$ cat src/rtl/simple_phase_ctl_if.sv
// Control bundle between the SIMPLE phase sequencer and the datapath.
// master: datapath/bench side (drives exec, ir, szcv; observes strobes).
// slave : the sequencer itself.
// exec is a push-button level with no valid/ready handshake. The strobes are
// plain levels that are valid for the whole cycle of the phase that owns them.
interface simple_phase_ctl_if;
  logic        exec;
  logic [15:0] ir;
  logic [3:0]  szcv;
  logic [4:0]  phase;
  logic        running;
  logic        halted;
  logic        ir_we;
  logic        ab_we;
  logic [3:0]  alu_op;
  logic        alu_a_pc;
  logic        alu_b_imm;
  logic        dr_shift;
  logic        dr_we;
  logic        szcv_we;
  logic        mem_read;
  logic        mem_write;
  logic        mdr_we;
  logic        mdr_ext;
  logic        rf_we;
  logic        wb_mem;
  logic        pc_we;
  logic        pc_src_dr;
  logic        out_we;
  logic [2:0]  state_dbg;

  modport master (
    output exec, ir, szcv,
    input  phase, running, halted, ir_we, ab_we, alu_op, alu_a_pc, alu_b_imm,
           dr_shift, dr_we, szcv_we, mem_read, mem_write, mdr_we, mdr_ext,
           rf_we, wb_mem, pc_we, pc_src_dr, out_we, state_dbg
  );

  modport slave (
    input  exec, ir, szcv,
    output phase, running, halted, ir_we, ab_we, alu_op, alu_a_pc, alu_b_imm,
           dr_shift, dr_we, szcv_we, mem_read, mem_write, mdr_we, mdr_ext,
           rf_we, wb_mem, pc_we, pc_src_dr, out_we, state_dbg
  );
endinterface

$ cat src/rtl/simple_phase_ctl.sv
// Run/stop sequencer and instruction decoder for the SIMPLE multi-cycle core.
// Phases P1..P5 (fetch, reg read, ALU/shift, memory, writeback), plus STOP and
// HALT. Strobes are decoded combinationally from the registered state and ir.
// Optional feature macro: SIMPLE_SINGLE_STEP_EN adds a 'step' input that runs
// exactly one instruction from STOP.
module simple_phase_ctl #(
  parameter int EXEC_SYNC = 2
) (
  input  logic clk,
  input  logic rst_n,
`ifdef SIMPLE_SINGLE_STEP_EN
  input  logic step,
`endif
  simple_phase_ctl_if.slave bus
);

  typedef enum logic [2:0] {
    S_STOP = 3'd0,
    S_P1   = 3'd1,
    S_P2   = 3'd2,
    S_P3   = 3'd3,
    S_P4   = 3'd4,
    S_P5   = 3'd5,
    S_HALT = 3'd6
  } state_t;

  state_t state, state_nx;
  logic   stop_req, stop_req_nx;

  logic [EXEC_SYNC-1:0] exec_sync;
  logic                 exec_prev;
  logic                 exec_p;
  logic                 step_p;

  // Synchronise the asynchronous exec button and keep the previous level for edge detect
  always_ff @(posedge clk or negedge rst_n) begin
    if (!rst_n) begin
      exec_sync <= '0;
      exec_prev <= 1'b0;
    end else begin
      exec_sync <= {exec_sync[EXEC_SYNC-2:0], bus.exec};
      exec_prev <= exec_sync[EXEC_SYNC-1];
    end
  end

  assign exec_p = exec_sync[EXEC_SYNC-1] & ~exec_prev;

`ifdef SIMPLE_SINGLE_STEP_EN
  logic [EXEC_SYNC-1:0] step_sync;
  logic                 step_prev;

  // Synchronise the step button the same way as exec
  always_ff @(posedge clk or negedge rst_n) begin
    if (!rst_n) begin
      step_sync <= '0;
      step_prev <= 1'b0;
    end else begin
      step_sync <= {step_sync[EXEC_SYNC-2:0], step};
      step_prev <= step_sync[EXEC_SYNC-1];
    end
  end

  assign step_p = step_sync[EXEC_SYNC-1] & ~step_prev;
`else
  assign step_p = 1'b0;
`endif

  // Instruction class decode from ir
  logic [3:0] op3;
  logic       cls_ld, cls_st, cls_br, cls_arith;
  logic       op_alu, op_cmp, op_shift, op_in, op_out, op_hlt;
  logic       op_li, op_b, op_bcc, op_branch, arith_def;
  logic       flag_s, flag_z, flag_v, br_taken;
  logic       unused_bits;

  assign op3       = bus.ir[7:4];
  assign cls_ld    = (bus.ir[15:14] == 2'b00);
  assign cls_st    = (bus.ir[15:14] == 2'b01);
  assign cls_br    = (bus.ir[15:14] == 2'b10);
  assign cls_arith = (bus.ir[15:14] == 2'b11);

  assign op_alu    = cls_arith && (op3 <= 4'd6);
  assign op_cmp    = cls_arith && (op3 == 4'd5);
  assign op_shift  = cls_arith && (op3[3:2] == 2'b10);
  assign op_in     = cls_arith && (op3 == 4'hC);
  assign op_out    = cls_arith && (op3 == 4'hD);
  assign op_hlt    = cls_arith && (op3 == 4'hF);
  assign arith_def = op_alu | op_shift | op_in | op_out | op_hlt;

  assign op_li     = cls_br && (bus.ir[13:11] == 3'b000);
  assign op_b      = cls_br && (bus.ir[13:11] == 3'b100);
  // Only cc 000..011 are defined; the rest decode as NOP.
  assign op_bcc    = cls_br && (bus.ir[13:11] == 3'b111) && !bus.ir[10];
  assign op_branch = op_b | op_bcc;

  assign flag_s = bus.szcv[3];
  assign flag_z = bus.szcv[2];
  assign flag_v = bus.szcv[0];

  // Branch condition from live flags (sampled in P5 where pc_src_dr is used)
  always_comb begin
    br_taken = 1'b0;
    if (op_b) begin
      br_taken = 1'b1;
    end else if (op_bcc) begin
      case (bus.ir[9:8])
        2'b00:   br_taken = flag_z;
        2'b01:   br_taken = flag_s ^ flag_v;
        2'b10:   br_taken = flag_z | (flag_s ^ flag_v);
        default: br_taken = ~flag_z;
      endcase
    end
  end

  assign unused_bits = ^{bus.ir[3:0], bus.szcv[1]};

  // State register; reset forces STOP and drops any pending stop request
  always_ff @(posedge clk or negedge rst_n) begin
    if (!rst_n) begin
      state    <= S_STOP;
      stop_req <= 1'b0;
    end else begin
      state    <= state_nx;
      stop_req <= stop_req_nx;
    end
  end

  // Next-state logic: phase stepping, stop requests, halt
  always_comb begin
    state_nx    = state;
    stop_req_nx = stop_req;
    case (state)
      S_STOP: begin
        if (exec_p) begin
          state_nx    = S_P1;
          stop_req_nx = 1'b0;
        end else if (step_p) begin
          // Single step is a free run that already has its stop requested.
          state_nx    = S_P1;
          stop_req_nx = 1'b1;
        end
      end
      S_P1, S_P2, S_P3, S_P4: begin
        state_nx = state_t'(state + 3'd1);
        if (exec_p) stop_req_nx = 1'b1;
      end
      S_P5: begin
        // A press landing in P5 still stops at this boundary.
        stop_req_nx = 1'b0;
        if (op_hlt) begin
          state_nx = S_HALT;
        end else if (stop_req || exec_p) begin
          state_nx = S_STOP;
        end else begin
          state_nx = S_P1;
        end
      end
      S_HALT: begin
        state_nx = S_HALT;
      end
      default: begin
        state_nx    = S_STOP;
        stop_req_nx = 1'b0;
      end
    endcase
  end

  // Per-phase strobes and selects; everything idles low outside P1..P5
  always_comb begin
    bus.phase     = 5'b00000;
    bus.running   = 1'b0;
    bus.halted    = (state == S_HALT);
    bus.ir_we     = 1'b0;
    bus.ab_we     = 1'b0;
    bus.alu_op    = 4'h0;
    bus.alu_a_pc  = 1'b0;
    bus.alu_b_imm = 1'b0;
    bus.dr_shift  = 1'b0;
    bus.dr_we     = 1'b0;
    bus.szcv_we   = 1'b0;
    bus.mem_read  = 1'b0;
    bus.mem_write = 1'b0;
    bus.mdr_we    = 1'b0;
    bus.mdr_ext   = 1'b0;
    bus.rf_we     = 1'b0;
    bus.wb_mem    = 1'b0;
    bus.pc_we     = 1'b0;
    bus.pc_src_dr = 1'b0;
    bus.out_we    = 1'b0;
    bus.state_dbg = state;
    case (state)
      S_P1: begin
        bus.phase   = 5'b00001;
        bus.running = 1'b1;
        bus.ir_we   = 1'b1;
      end
      S_P2: begin
        bus.phase   = 5'b00010;
        bus.running = 1'b1;
        bus.ab_we   = 1'b1;
      end
      S_P3: begin
        bus.phase     = 5'b00100;
        bus.running   = 1'b1;
        bus.dr_we     = 1'b1;
        bus.alu_op    = arith_def ? op3 : 4'h0;
        bus.alu_a_pc  = op_branch;
        bus.alu_b_imm = cls_ld | cls_st | op_li | op_branch;
        bus.dr_shift  = op_shift;
        bus.szcv_we   = op_alu | op_shift;
      end
      S_P4: begin
        bus.phase     = 5'b01000;
        bus.running   = 1'b1;
        bus.mem_read  = cls_ld;
        bus.mem_write = cls_st;
        bus.mdr_we    = cls_ld | op_in;
        bus.mdr_ext   = op_in;
      end
      S_P5: begin
        bus.phase     = 5'b10000;
        bus.running   = 1'b1;
        bus.pc_we     = 1'b1;
        bus.pc_src_dr = op_branch & br_taken;
        bus.rf_we     = (op_alu & ~op_cmp) | op_shift | op_in | cls_ld | op_li;
        bus.wb_mem    = cls_ld | op_in;
        bus.out_we    = op_out;
      end
      default: ;
    endcase
  end

endmodule

$ cat src/flat_wrapper.sv
// flat-port wrapper written by rule: the top's interface ports become plain ports
module simple_phase_ctl_flat 
#(
  parameter int EXEC_SYNC = 2
)
  (clk, rst_n, bus_exec, bus_ir, bus_szcv, bus_phase, bus_running, bus_halted, bus_ir_we, bus_ab_we, bus_alu_op, bus_alu_a_pc, bus_alu_b_imm, bus_dr_shift, bus_dr_we, bus_szcv_we, bus_mem_read, bus_mem_write, bus_mdr_we, bus_mdr_ext, bus_rf_we, bus_wb_mem, bus_pc_we, bus_pc_src_dr, bus_out_we, bus_state_dbg);
  simple_phase_ctl_if bus_i ();
  input  logic clk;
  input  logic rst_n;
  input wire logic [$bits(bus_i.exec)-1:0] bus_exec;
  input wire logic [$bits(bus_i.ir)-1:0] bus_ir;
  input wire logic [$bits(bus_i.szcv)-1:0] bus_szcv;
  output wire logic [$bits(bus_i.phase)-1:0] bus_phase;
  output wire logic [$bits(bus_i.running)-1:0] bus_running;
  output wire logic [$bits(bus_i.halted)-1:0] bus_halted;
  output wire logic [$bits(bus_i.ir_we)-1:0] bus_ir_we;
  output wire logic [$bits(bus_i.ab_we)-1:0] bus_ab_we;
  output wire logic [$bits(bus_i.alu_op)-1:0] bus_alu_op;
  output wire logic [$bits(bus_i.alu_a_pc)-1:0] bus_alu_a_pc;
  output wire logic [$bits(bus_i.alu_b_imm)-1:0] bus_alu_b_imm;
  output wire logic [$bits(bus_i.dr_shift)-1:0] bus_dr_shift;
  output wire logic [$bits(bus_i.dr_we)-1:0] bus_dr_we;
  output wire logic [$bits(bus_i.szcv_we)-1:0] bus_szcv_we;
  output wire logic [$bits(bus_i.mem_read)-1:0] bus_mem_read;
  output wire logic [$bits(bus_i.mem_write)-1:0] bus_mem_write;
  output wire logic [$bits(bus_i.mdr_we)-1:0] bus_mdr_we;
  output wire logic [$bits(bus_i.mdr_ext)-1:0] bus_mdr_ext;
  output wire logic [$bits(bus_i.rf_we)-1:0] bus_rf_we;
  output wire logic [$bits(bus_i.wb_mem)-1:0] bus_wb_mem;
  output wire logic [$bits(bus_i.pc_we)-1:0] bus_pc_we;
  output wire logic [$bits(bus_i.pc_src_dr)-1:0] bus_pc_src_dr;
  output wire logic [$bits(bus_i.out_we)-1:0] bus_out_we;
  output wire logic [$bits(bus_i.state_dbg)-1:0] bus_state_dbg;
  assign bus_i.exec = bus_exec;
  assign bus_i.ir = bus_ir;
  assign bus_i.szcv = bus_szcv;
  assign bus_phase = bus_i.phase;
  assign bus_running = bus_i.running;
  assign bus_halted = bus_i.halted;
  assign bus_ir_we = bus_i.ir_we;
  assign bus_ab_we = bus_i.ab_we;
  assign bus_alu_op = bus_i.alu_op;
  assign bus_alu_a_pc = bus_i.alu_a_pc;
  assign bus_alu_b_imm = bus_i.alu_b_imm;
  assign bus_dr_shift = bus_i.dr_shift;
  assign bus_dr_we = bus_i.dr_we;
  assign bus_szcv_we = bus_i.szcv_we;
  assign bus_mem_read = bus_i.mem_read;
  assign bus_mem_write = bus_i.mem_write;
  assign bus_mdr_we = bus_i.mdr_we;
  assign bus_mdr_ext = bus_i.mdr_ext;
  assign bus_rf_we = bus_i.rf_we;
  assign bus_wb_mem = bus_i.wb_mem;
  assign bus_pc_we = bus_i.pc_we;
  assign bus_pc_src_dr = bus_i.pc_src_dr;
  assign bus_out_we = bus_i.out_we;
  assign bus_state_dbg = bus_i.state_dbg;
  simple_phase_ctl #(.EXEC_SYNC(EXEC_SYNC)) u_core (.clk(clk), .rst_n(rst_n), .bus(bus_i));
endmodule
$ cat config.mk
export PLATFORM = sky130hd
export DESIGN_NAME = simple_phase_ctl_flat
export DESIGN_NICKNAME = d
export VERILOG_FILES = /design/src/rtl/simple_phase_ctl_if.sv /design/src/rtl/simple_phase_ctl.sv /design/src/flat_wrapper.sv
export SDC_FILE = /design/constraint.sdc
export NUM_CORES = 1
export LEC_CHECK = 0
export BUFFER_PORTS_ARGS = -buffer_cell sky130_fd_sc_hd__buf_2
export CAP_MARGIN = 20
export CELL_PAD_IN_SITES_DETAIL_PLACEMENT = 2
export CELL_PAD_IN_SITES_GLOBAL_PLACEMENT = 2
export CORE_MARGIN = 2
export CORE_UTILIZATION = 20
export CTS_BUF_LIST = sky130_fd_sc_hd__clkbuf_4 sky130_fd_sc_hd__clkbuf_8 sky130_fd_sc_hd__clkbuf_16
export CTS_CLUSTER_SIZE = 20
export DETAILED_ROUTE_END_ITERATION = 8
export MAX_ROUTING_LAYER = met4
export PLACE_DENSITY_LB_ADDON = 0.1
export SYNTH_ARGS = -nofsm -noshare
export SYNTH_HDL_FRONTEND = slang
export SYNTH_SLANG_ARGS = --single-unit
$ cat constraint.sdc
create_clock -name clk -period 2.5 [get_ports clk]
set_clock_uncertainty 0.05 [all_clocks]
set_input_delay 0 -clock clk [delete_from_list [all_inputs] [get_ports clk]]
set_output_delay 0 -clock clk [all_outputs]
set_load 0.02 [all_outputs]
# Word level (Yosys, flattened, before mapping)
# Cells that the tools add are included.
# classes
add_sub_neg,1
n_lt_le_gt_ge,1
n_bitwise,22
n_eq_ne,20
reduce_logical,19
muxes,30
# op_table
cell,count
$pmux 5 s5,1
$mux 1,22
$eq 3x3->1 const B,5
$or 1x1->1,14
$eq 4x4->1 const B,3
$pmux 3 s4,1
$logic_and 1x1->1,10
$eq 2x2->1 const B,4
$mux 4,2
$eq 3x2->1 const B,2
$logic_not 3->1,2
$mux 3,2
$pmux 1 s3,2
$reduce_or 5->1,1
$eq 2x1->1 const B,2
$eq 4x3->1 const B,1
$le 4x3->1 const B,1
$logic_not 2->1,2
$ne 2x1->1 const B,2
$not 1->1,4
$reduce_or 4->1,1
$add 3x1->3 const B,1
$and 1x1->1,3
$eq 3x1->1 const B,1
other kinds (4),4
# totals
wordCells,97
reg_bits,7
in_bits,23

# Depth between registers and ports, before layout
# depth
word_depth,9
depth_mapped,7

# Least setup slack after synthesis
# No wires, ideal clock.
# synth_path
path_type,reg2out
from,register u_core.state[0] (netlist: u_core.bus.state_dbg[0])
to,output bus_mdr_we
path_stages_with_launch,6
required_ns,2.450
setup_slack_ns,0.441
arrival_ns,2.009
cell_sequence,dfrtp_1 > inv_1 > ha_1 > nand2_4 > nor4_1 > or2_2
# synth_via
elab_chain_cells,2
# synth_rtl
item,line,source
start: declaration,simple_phase_ctl.sv:27,"state_t state, state_nx;"
start signal: assignment,simple_phase_ctl.sv:123,state <= state_nx;
$eq 3x3->1,simple_phase_ctl.sv:191,case (state)
$mux 1,simple_phase_ctl.sv:191,
end: declaration,flat_wrapper.sv:26,output wire logic [$bits(bus_i.mdr_we)-1:0] bus_mdr_we;
# Every way passes these cells.

# Worst setup path in the final report
# layout_path
from,register u_core.state[1] (netlist: u_core.bus.state_dbg[1])
to,output bus_alu_op[3]
# layout_via
elab_chain_cells,2
# layout_rtl
item,line,source
$eq 3x2->1,simple_phase_ctl.sv:191,
$mux 4,simple_phase_ctl.sv:191,
end: declaration,flat_wrapper.sv:18,output wire logic [$bits(bus_i.alu_op)-1:0] bus_alu_op;
# Every way passes these cells.

==> metrics.md <==
| Metric | Value |
|---|---|
| Status | completed |
| Setup TNS | 0 ps |
| Pwr dens | 758.5 mW/mm^2 |
| Simple-gate share of the synthesized area | 34.80% |
| Bufs on Longest Clock Path | 2 |
| Gr usage total | 13.28% |
| Initial Util | 20.92% |
| Num CTS Buffers | 3 |
| CP Max Fanout | 8 |
| DP HPWL | 2208 um |
| Largest net degree at the start of global routing | 10 |
| Clock latency at the later pin of the worst-skew pair | 220 ps |
| FMAX | 0.5081 GHz |
| Synth Register Bits | 7 |
| CTS tree | done |
| Seq/Total Area, Yosys | 22.88% |
| Crit start category | register |
| Rows | 22 |
| Overall Power | 0.8352 mW |
| Port Buffers | 47 |
| Synth unique cells | 40 |
| Total grt overflow | 0 |
| Via density | 4.523 |
| Synth Area in Compound Gates | 20.10% |
| WL final | 2566 um |
| Post-place setup slack | 564.2 ps |
| EDFF count, synth | 0 |
| Io pins | 53 |
| Die Ht | 65.88 um |
| CTS clock-pin slew for the worst setup and hold paths | 40 ps |
| CTS Sinks | 7 |
| Synth top area share | 22.88% |
| Total of max-cap violations | 0 |
| Main combinational cell family by area after synthesis | simple AND/OR/NAND/NOR gates |
| Die Wd | 65.88 um |
| Leak | 0.6213 nW |
| CTS H-Tree Depth | 1 |
| Synth area leader | dfrtp_1 |
| Fin crit period | 1968 ps |
| Xor/xnor share of the synthesized area | 2.288% |
| Setup slack after layout | 531.9 ps |
| Vias in the first global route | 981 |
| Slew of the pin with the lowest slew margin | 371.0 ps |
| Worst vdd ir | 0.4584 mV |
| Die ar. | 0.004340 sq mm |
| Synth Warn # | 0 |
| Final layout net count | 175 |
| Max Slew Vio Count | 0 |
| Cells after Synth | 96 |
| Endpoint arrival time on the critical path | 1920 ps |
| Synth Area in Adders | 9.804% |
| Setup violators final | 0 |
| Via count | 873 |
| GP Congestion | 0.7661 |
| HP Class | input port to async pin |
| Post-DR wirelength/cell | 13.30 um |
| Post-synthesis mux area share | 1.471% |
| Final Hold Vio Count | 0 |
| Layout cell share with drive strength beyond 1 | 41.38% |
| Asr flop ratio synth | 100.0% |
| Final Core Density | 30.08% |
| First-pass GRT wire length | 4595 um |
| Slew headroom | 75.04% |
| Kind of critical path | register to primary output |
| Synth area leaders | dfrtp_1 23%, ha_1 9.8%, and2_1 4.1% |
| Top post-synthesis cells by count | 7 x dfrtp_1, 7 x inv_1, 7 x nor2_1, 6 x ha_1 |
| First-pass DRT Iterations | 3 |
| Area growth from synthesis to layout | 43.79% |
| Primary FF master, synth | dfrtp_1 |
| Antenna viol nets, final | 0 |
| Fin crit share | 78.72% |
| Diode count | 0 |
| Critical path data required time | 2450 ps |
| Syn_area_per_cell | 7.976 sq um |
| Core area | 0.003661 sq mm |
| Syn nets | 125 |
| DRC violations left | 0 |
| Initial antenna violation count | 0 |
| Mapped Area | 765.7 sq um |
| RSZ-0062 raised after global routing | no |
| DR iter-0 viols | 21 |
| Root buf cell | clkbuf_8 |
| CTS resizes | 0 |
| Crit. End Element | primary output |
-- layer usage --
metal	wire length, um	global-route usage [%]	share of wire, %
met1	1185	16.89	46
met2	1275	23.86	50
met3	104	1.193	4.1
met4	0	0.7813	0
met5	0	-	0
-- per-stage QoR --
stage                     std cells  hold WS, ps  cell area [sq um]
after floorplan                  96       -345.6              765.7
after global placement          187       -215.6               1032
after detailed placement        187       -211.0               1032
after CTS                       193        91.10               1101
after global routing            193        128.3               1101
final                           193        87.64               1101
-- report_power, final --
part	internal, mW	switching [mW]	total, mW
clock	0.121	0.0419	0.162
sequential	0.141	0.0317	0.173
combinational	0.208	0.292	0.500
-- cells in the final DEF, fill, tap and decap left out, types with 3 or more instances in the layout --
cell	netlist	final
inv_1	7	7
and2_1	5	5
nor2_1	7	7
nor3_1	4	4
nand2_1	5	5
ha_1	6	6
nor2b_1	3	3
clkbuf_8	0	3
buf_2	2	47
a21oi_1	5	5
dfrtp_1	7	7
nor3b_1	4	4
o21ai_0	5	5
-- repair_timing --
action | CTS | global route
buffers inserted | 0 | 0
hold endpoints to repair | 8 | 0
hold buffers | 2 | 0
-- path summary, 6_finish.rpt --
kind / depth (start not counted) / slack [ps] / to / startpoint
min reg2reg: 0 / 300 / u_core.exec_sync[1] / u_core.exec_sync[0]
max: 6 / 530 / bus_alu_op[3] / u_core.bus.state_dbg[1]
min in group clk: 3 / 300 / bus_dr_shift / bus_ir[6]
max reg2reg: 7 / 560 / u_core.bus.state_dbg[1] / u_core.bus.state_dbg[1]
max in group asynchronous: 2 / 2160 / u_core.bus.state_dbg[0] / rst_n
min: 2 / 90 / u_core.exec_sync[0] / rst_n
-- flip-flops by register name (all words and copies together), names as in the netlist --
register and count:
u_core.bus.state_dbg 3, u_core.exec_sync 2, u_core.exec_prev 1, u_core.stop_req 1
-- worst max-delay path: stages (launching register included) --
cell     delay [ps]
dfrtp_1         490
ha_1            210
ha_1            240
nand3_1         160
a31oi_1         270
and2_1          170
buf_2           160
-- cell families after synthesis --
group / count (synthesis)
buf+inv: 13
fa+ha+maj: 6
flops: 7
simple gates: 44
xor+xnor: 2
compound gates: 23
mux: 1
-- final cells by class --
type / count / area, sq um
Fill cell: 456 / 2560
Multi-Input combinational cell: 76 / 524.3
Timing Repair Buffer: 50 / 262.8
Sequential cell: 7 / 175.2
Tap cell: 48 / 60.06
Clock buffer: 4 / 48.80
Inverter: 8 / 30.03
Power figures use the tool's default switching activity.
